$ cat src/rtl/ltc2387_pkg.sv
// Shared types and derived timing constants for the LTC2387 conversion controller
// and two-lane serial receiver.
package ltc2387_pkg;

  typedef enum logic [2:0] {
    IDLE,
    CNV_HI,
    CONV_WAIT,
    READ,
    GAP
  } state_t;

  // Sampled sck edges per word: two bits arrive on every edge.
  function automatic int sck_edges(input int adc_bits);
    return adc_bits / 2;
  endfunction

  // One extra toggle returns sck low after the final sampled edge.
  function automatic int sck_toggles(input int adc_bits);
    return sck_edges(adc_bits) + 1;
  endfunction

  function automatic int min_period(input int adc_bits, input int cnv_high,
                                    input int conv, input int delay);
    return cnv_high + conv + sck_toggles(adc_bits) + delay + 1;
  endfunction

endpackage

$ cat src/rtl/ltc2387_deser.sv
// Two-lane MSB-first shifter. The word output already contains the lane pair
// present this cycle, so the complete sample is visible during the last capture.
module ltc2387_deser #(
  parameter int ADC_BITS = 18
) (
  input  logic                clk,
  input  logic                clear,
  input  logic                strobe,
  input  logic                da,
  input  logic                db,
  output logic [ADC_BITS-1:0] word
);

  logic [ADC_BITS-3:0] shift_q;

  assign word = {shift_q, da, db};

  always_ff @(posedge clk) begin
    if (clear) begin
      shift_q <= '0;
    end else if (strobe) begin
      shift_q <= word[ADC_BITS-3:0];
    end
  end

endmodule

$ cat src/rtl/ltc2387_readout.sv
// LTC2387 conversion controller: CNV pulse generation, gated sck burst, delayed
// lane capture, post-enable discard and sample strobing.
module ltc2387_readout
  import ltc2387_pkg::*;
#(
  parameter int ADC_BITS        = 18,
  parameter int CNV_HIGH_CYCLES = 2,
  parameter int CONV_CYCLES     = 16,
  parameter int CAPTURE_DELAY   = 2,
  parameter int DISCARD         = 2
) (
  input  logic                clk,
  input  logic                rst,
  input  logic                enable,
  input  logic [15:0]         period,
  output logic                cnv,
  output logic                sck,
  input  logic                da,
  input  logic                db,
  output logic                adc_valid,
  output logic [ADC_BITS-1:0] adc_data,
  output logic                period_err,
  output logic [31:0]         sample_count,
  output logic                busy
);

  localparam int E          = sck_edges(ADC_BITS);
  localparam int T          = sck_toggles(ADC_BITS);
  localparam int R          = CNV_HIGH_CYCLES + CONV_CYCLES;
  localparam int MIN_PERIOD = min_period(ADC_BITS, CNV_HIGH_CYCLES, CONV_CYCLES, CAPTURE_DELAY);
  localparam int DW         = $clog2(DISCARD + 2);

  localparam logic [15:0]   CNV_LAST   = 16'(CNV_HIGH_CYCLES - 1);
  localparam logic [15:0]   WAIT_LAST  = 16'(R - 1);
  localparam logic [15:0]   READ_FIRST = 16'(R);
  localparam logic [15:0]   READ_LAST  = 16'(R + T + CAPTURE_DELAY);
  localparam logic [15:0]   MIN_P      = 16'(MIN_PERIOD);
  localparam logic [15:0]   T_W        = 16'(T);
  localparam logic [15:0]   E_W        = 16'(E);
  localparam logic [DW-1:0] DISCARD_W  = DW'(DISCARD);

  state_t              state, state_nxt;
  logic                en_q, en_prev, en_rise;
  logic [15:0]         pcnt, p_eff, rel;
  logic                period_done, start_cnv;
  logic                stb_src, last_src, cap_stb, cap_last;
  logic [DW-1:0]       disc_cnt;
  logic [ADC_BITS-1:0] word;

  assign en_rise     = en_q & ~en_prev;
  assign period_done = (pcnt == p_eff - 16'd1);
  assign rel         = pcnt - READ_FIRST;
  assign cnv         = (state == CNV_HI);
  assign busy        = (state != IDLE);
  assign sck         = (state == READ) && (rel < T_W) && !rel[0];
  assign stb_src     = (state == READ) && (rel < E_W);
  assign last_src    = (state == READ) && (rel == E_W - 16'd1);

  always_comb begin
    // NOTE: default assigned first so no path leaves state_nxt unassigned (no latch).
    state_nxt = state;
    case (state)
      IDLE:      if (en_rise) state_nxt = CNV_HI;
      CNV_HI:    if (pcnt == CNV_LAST) state_nxt = CONV_WAIT;
      CONV_WAIT: if (pcnt == WAIT_LAST) state_nxt = READ;
      READ:      if (pcnt == READ_LAST) state_nxt = period_done ? (en_q ? CNV_HI : IDLE) : GAP;
      GAP:       if (period_done) state_nxt = en_q ? CNV_HI : IDLE;
      default:   state_nxt = IDLE;
    endcase
  end

  assign start_cnv = (state_nxt == CNV_HI) && (state != CNV_HI);

  // pcnt is the cycle index since the last CNV rise; all phase boundaries key off it.
  always_ff @(posedge clk) begin
    // NOTE: non-blocking assignments so every register samples pre-edge values.
    if (rst) begin
      state      <= IDLE;
      en_q       <= 1'b0;
      en_prev    <= 1'b0;
      pcnt       <= '0;
      p_eff      <= MIN_P;
      period_err <= 1'b0;
    end else begin
      state   <= state_nxt;
      en_q    <= enable;
      en_prev <= en_q;
      if (start_cnv) begin
        pcnt  <= '0;
        p_eff <= (period < MIN_P) ? MIN_P : period;
        if (period < MIN_P) period_err <= 1'b1;
      end else if (state != IDLE) begin
        pcnt <= pcnt + 16'd1;
      end
    end
  end

  if (CAPTURE_DELAY == 0) begin : g_no_delay
    assign cap_stb  = stb_src;
    assign cap_last = last_src;
  end else begin : g_delay
    logic [CAPTURE_DELAY-1:0] stb_q, last_q;
    always_ff @(posedge clk) begin
      // NOTE: the delay line is reset so a reset mid-read cannot release a late capture.
      if (rst) begin
        stb_q  <= '0;
        last_q <= '0;
      end else begin
        stb_q[0]  <= stb_src;
        last_q[0] <= last_src;
        for (int i = 1; i < CAPTURE_DELAY; i++) begin
          stb_q[i]  <= stb_q[i-1];
          last_q[i] <= last_q[i-1];
        end
      end
    end
    assign cap_stb  = stb_q[CAPTURE_DELAY-1];
    assign cap_last = last_q[CAPTURE_DELAY-1];
  end

  ltc2387_deser #(
    .ADC_BITS(ADC_BITS)
  ) u_deser (
    .clk   (clk),
    .clear (rst | start_cnv),
    .strobe(cap_stb),
    .da    (da),
    .db    (db),
    .word  (word)
  );

  // The final capture decides drop or emit, so the strobe lands the cycle after it.
  always_ff @(posedge clk) begin
    if (rst) begin
      adc_valid    <= 1'b0;
      adc_data     <= '0;
      disc_cnt     <= '0;
      sample_count <= '0;
    end else begin
      adc_valid <= 1'b0;
      if (state == IDLE && en_rise) begin
        disc_cnt     <= '0;
        sample_count <= '0;
      end else if (cap_last) begin
        if (disc_cnt < DISCARD_W) begin
          disc_cnt <= disc_cnt + DW'(1);
        end else begin
          adc_valid    <= 1'b1;
          adc_data     <= word;
          sample_count <= sample_count + 32'd1;
        end
      end
    end
  end

endmodule
$ cat config.mk
export PLATFORM = sky130hd
export DESIGN_NAME = ltc2387_readout
export DESIGN_NICKNAME = d
export VERILOG_FILES = /design/src/rtl/ltc2387_pkg.sv /design/src/rtl/ltc2387_deser.sv /design/src/rtl/ltc2387_readout.sv
export SDC_FILE = /design/constraint.sdc
export NUM_CORES = 1
export LEC_CHECK = 0
export ABC_AREA = 1
export CAP_MARGIN = 20
export CORE_ASPECT_RATIO = 0.5
export CORE_MARGIN = 2
export CORE_UTILIZATION = 50
export DETAILED_ROUTE_END_ITERATION = 6
export PLACE_DENSITY = 0.76
export SLEW_MARGIN = 20
export SYNTH_ARGS = -nofsm -noshare
export SYNTH_HDL_FRONTEND = slang
export SYNTH_HIERARCHICAL = 1
export SYNTH_SLANG_ARGS = --single-unit
$ cat constraint.sdc
create_clock -name clk -period 2.3 [get_ports clk]
set_input_delay 0.69 -clock clk [delete_from_list [all_inputs] [get_ports clk]]
set_output_delay 0.69 -clock clk [all_outputs]
set_load 0.03 [all_outputs]
==> results.md <==
* Outcome: finished with violations
* Failing checks: negative setup slack
* Worst Hold Margin at 0.414 ns
* DIE AREA at 12400 sq um
* Synth Area in XOR/XNOR at 5.82%
* CTS H-Tree Depth at 3
* First-pass DRT Iterations at 5
* Min Clock Period, post-route at 2.67 ns
* Cell area after synthesis at 5720 sq um
* Synth Area in Simple Gates at 36.8%
* N_diodes at 0
* Pleak at 3.25 nW
* Commonest non-fill, non-tap cell in the layout: nand2_1
* Max incr delay on CP at 0.33 ns
* CTS tree: built
* Number of flops mapped to enable cells by yosys at 0
* Crit path capture type: output port
* Setup crit start kind: register
* Syn Area/Cell at 6.77 sq um
* Die width at 155 um
* Largest net degree at the start of global routing at 33
* Slew headroom at 59.2%
* Initial core utilization at 51.6%
* Final-stage net count at 1010
* Die Y-Extent at 79.6 um
* Via density at 5.11
* Adder-cell area share of the yosys netlist at 1.53%
* Complex-gate fraction of the synthesized area at 6.55%
* Kind of critical path: register to output port
* Req. time, crit path at 1.61 ns
* Share of cells above drive strength 1 at 23.3%
* # placed instances at 1094
* Total GRT Usage at 22.9%
* Ports at 76
* FMAX at 0.375 GHz
* Main combinational cell family by area after synthesis: simple AND/OR/NAND/NOR gates
* Wirelength per Cell at 13.8 um
* Number of setup violations in the final report at 51
* Routed wire length at 15600 um
* Detailed Place HPWL at 10100 um
* Row count at 27
* Final antenna-violating net count at 0
* Syn_nets at 872
* Final worst path period share at 116%
* GP Congestion at 0.886
* Most used flip-flop cell after synthesis: dfxtp_1
* Post-DP Area at 6980 sq um
* Hold_buf cts at 0
* CP top delay family: simple AND/OR/NAND/NOR gates
* Final-report hold violation count at 0
* Clock skew at 0.00870 ns
* CP Buf/Inv Count at 3
* Root Buffer: clkbuf_16
* Synthesis warning total at 6
* Cell area after layout at 7960 sq um
* Crit-path max FO at 7
* Clock Pin Slew Worst Setup and Hold Paths at 0.07 ns
* Worst Setup Slack, final at -0.367 ns
* Worst-Skew Late Latency at 0.35 ns
* Number of global-route vias before repair at 5088
* Post-synthesis mux area share at 0%
* Longest Clk Path Bufs at 2
* Synth top area cells: dfxtp_1, nand2_1, nor2_1
* Crit path cell chain: buf_4 > nor2_2 > nor2_1 > nor2_1 > inv_1 > o21ai_0 > o21ai_1 > nor3_1 > nand2_1 > nor4_4 > buf_6
* Final non-filler cell total at 1131
* Area occupied by multi-input gates at 3330 sq um
* Antenna violations before repair at 0
* Global-route wire length before repair at 23100 um
* Most frequent cells in the layout: nand2_1, nor2_1, inv_1, dfxtp_1, clkdlybuf4s50_1
* Fillers at 868
* Clock sinks at 111
* Final slew viol count at 0
* Routed via count at 5780
* Setup TNS Final at -7.95 ns
* Storage cell area at 2240 sq um
* Worst Path Arrival at 1.98 ns
* Worst Tran Pin Value at 0.607 ns
* PD cells at 781 nW/um^2
* CP max stage cell: dfxtp_2
* Most common cell type on the critical path: nor2_1
* CORE AREA at 11100 sq um
* Total global routing overflow at 0
* RSZ-0062 raised after global routing: yes
* Sequential element share of the synthesized area at 38.9%
* Cell variety after synth at 37
* Remaining DRCs at 0
* Syn Inst Count at 844
* Max-cap violations at 0
* PortBufs at 75
* Async S/R FF share, synth at 0%
* Yosys reg bits at 111
* Num CTS Buffers at 9
* Iter 0 DRT Violations at 425
* Hold Crit Class: register to register
* Peak VDD IR at 0.506 mV
* Post-synth top area cell: dfxtp_1
* Synth top area share at 38.9%
* Area Growth Syn to Fin at 39.3%
* Pre-CTS setup slack at -0.178 ns
==> per-layer routing <==
metal / vias up / track usage, % / share of wire, %
met5: - / 0 / 0
met4: 0 / 5.05 / 1.4
met3: 25 / 5.10 / 5.8
met2: 180 / 41.1 / 48
met1: 2653 / 28.6 / 45
li1: 2922 / - / -
==> power breakdown <==
part | switching, mW | total (mW) | internal, mW
sequential | 0.202 | 2.26 | 2.06
combinational | 1.34 | 2.44 | 1.10
clock | 0.743 | 1.52 | 0.772
==> flip-flops by register name, summed over array words and instances (netlist names) <==
signal / cells
p_eff: 16
sample_count: 32
disc_cnt: 2
g_delay.last_q: 2
adc_data: 18
en_q: 1
en_prev: 1
state: 3
g_delay.stb_q: 2
pcnt: 16
adc_valid: 1
period_err: 1
u_deser/shift_q: 16
==> synth_stat cells, types with 2 or more instances <==
cell type and n:
nand2_4 2, xnor2_1 11, buf_4 4, clkbuf_1 9, a211oi_1 2, a21oi_1 31, dfxtp_1 111, clkinv_1 3
nand3_2 2, nand2_1 174, nor3_1 25, nor2_1 159, buf_6 6, nand3_1 55, or2_2 13, xor2_1 27
nand4_1 12, nor4_1 9, o21ai_0 36, inv_1 111, nand3b_1 4, nand2_2 4, ha_1 7, nor2_2 12
buf_2 3
==> cell families after synthesis <==
| logic type | Yosys count |
|---|---|
| AOI/OAI and AO/OA | 72 |
| and+or+nand+nor | 478 |
| buffers and inverters | 138 |
| adders and majority gates | 7 |
| DFF | 111 |
| xor gates and xnor gates | 38 |
==> path summary, 6_finish.rpt <==
path                     start           endpoint  slack (ns)  cells after the start
max reg2reg           p_eff[1]         period_err       -0.23                     17
min reg2reg  g_delay.last_q[0]  g_delay.last_q[1]        0.41                      2
min          g_delay.last_q[0]  g_delay.last_q[1]        0.41                      2
max                    pcnt[1]                sck       -0.37                     11
==> worst min-delay path: stages (launching register included) <==
cell,delay [ns]
dfxtp_1,0.30
inv_1,0.04
nor2_1,0.04
==> stage by stage <==
stage	util, %	total power, mW
finish	71.8	6.21
CTS	66.7	5.53
global route	71.8	6.50
floorplan	-	3.38
detailed placement	63.0	3.84
global placement	63.0	3.80
==> timing repair <==
item | in CTS | in global routing
cloned | 2 | 5
pin swaps | 9 | 32
endpoints found under the setup margin | 52 | 60
resized for setup | 25 | 104
buffers inserted | 5 | 11
==> area by class of cell <==
| class | count | area share (%) |
|---|---|---|
| repair buffers | 151 | 18.7 |
| clock inverters | 5 | 0.503 |
| flip-flops and latches | 111 | 28.2 |
| multi-input cells | 595 | 41.9 |
| inverters | 114 | 5.47 |
| well taps | 145 | 2.28 |
| clock buffers | 10 | 3.00 |
No activity file was read; power rests on OpenSTA's default activity.
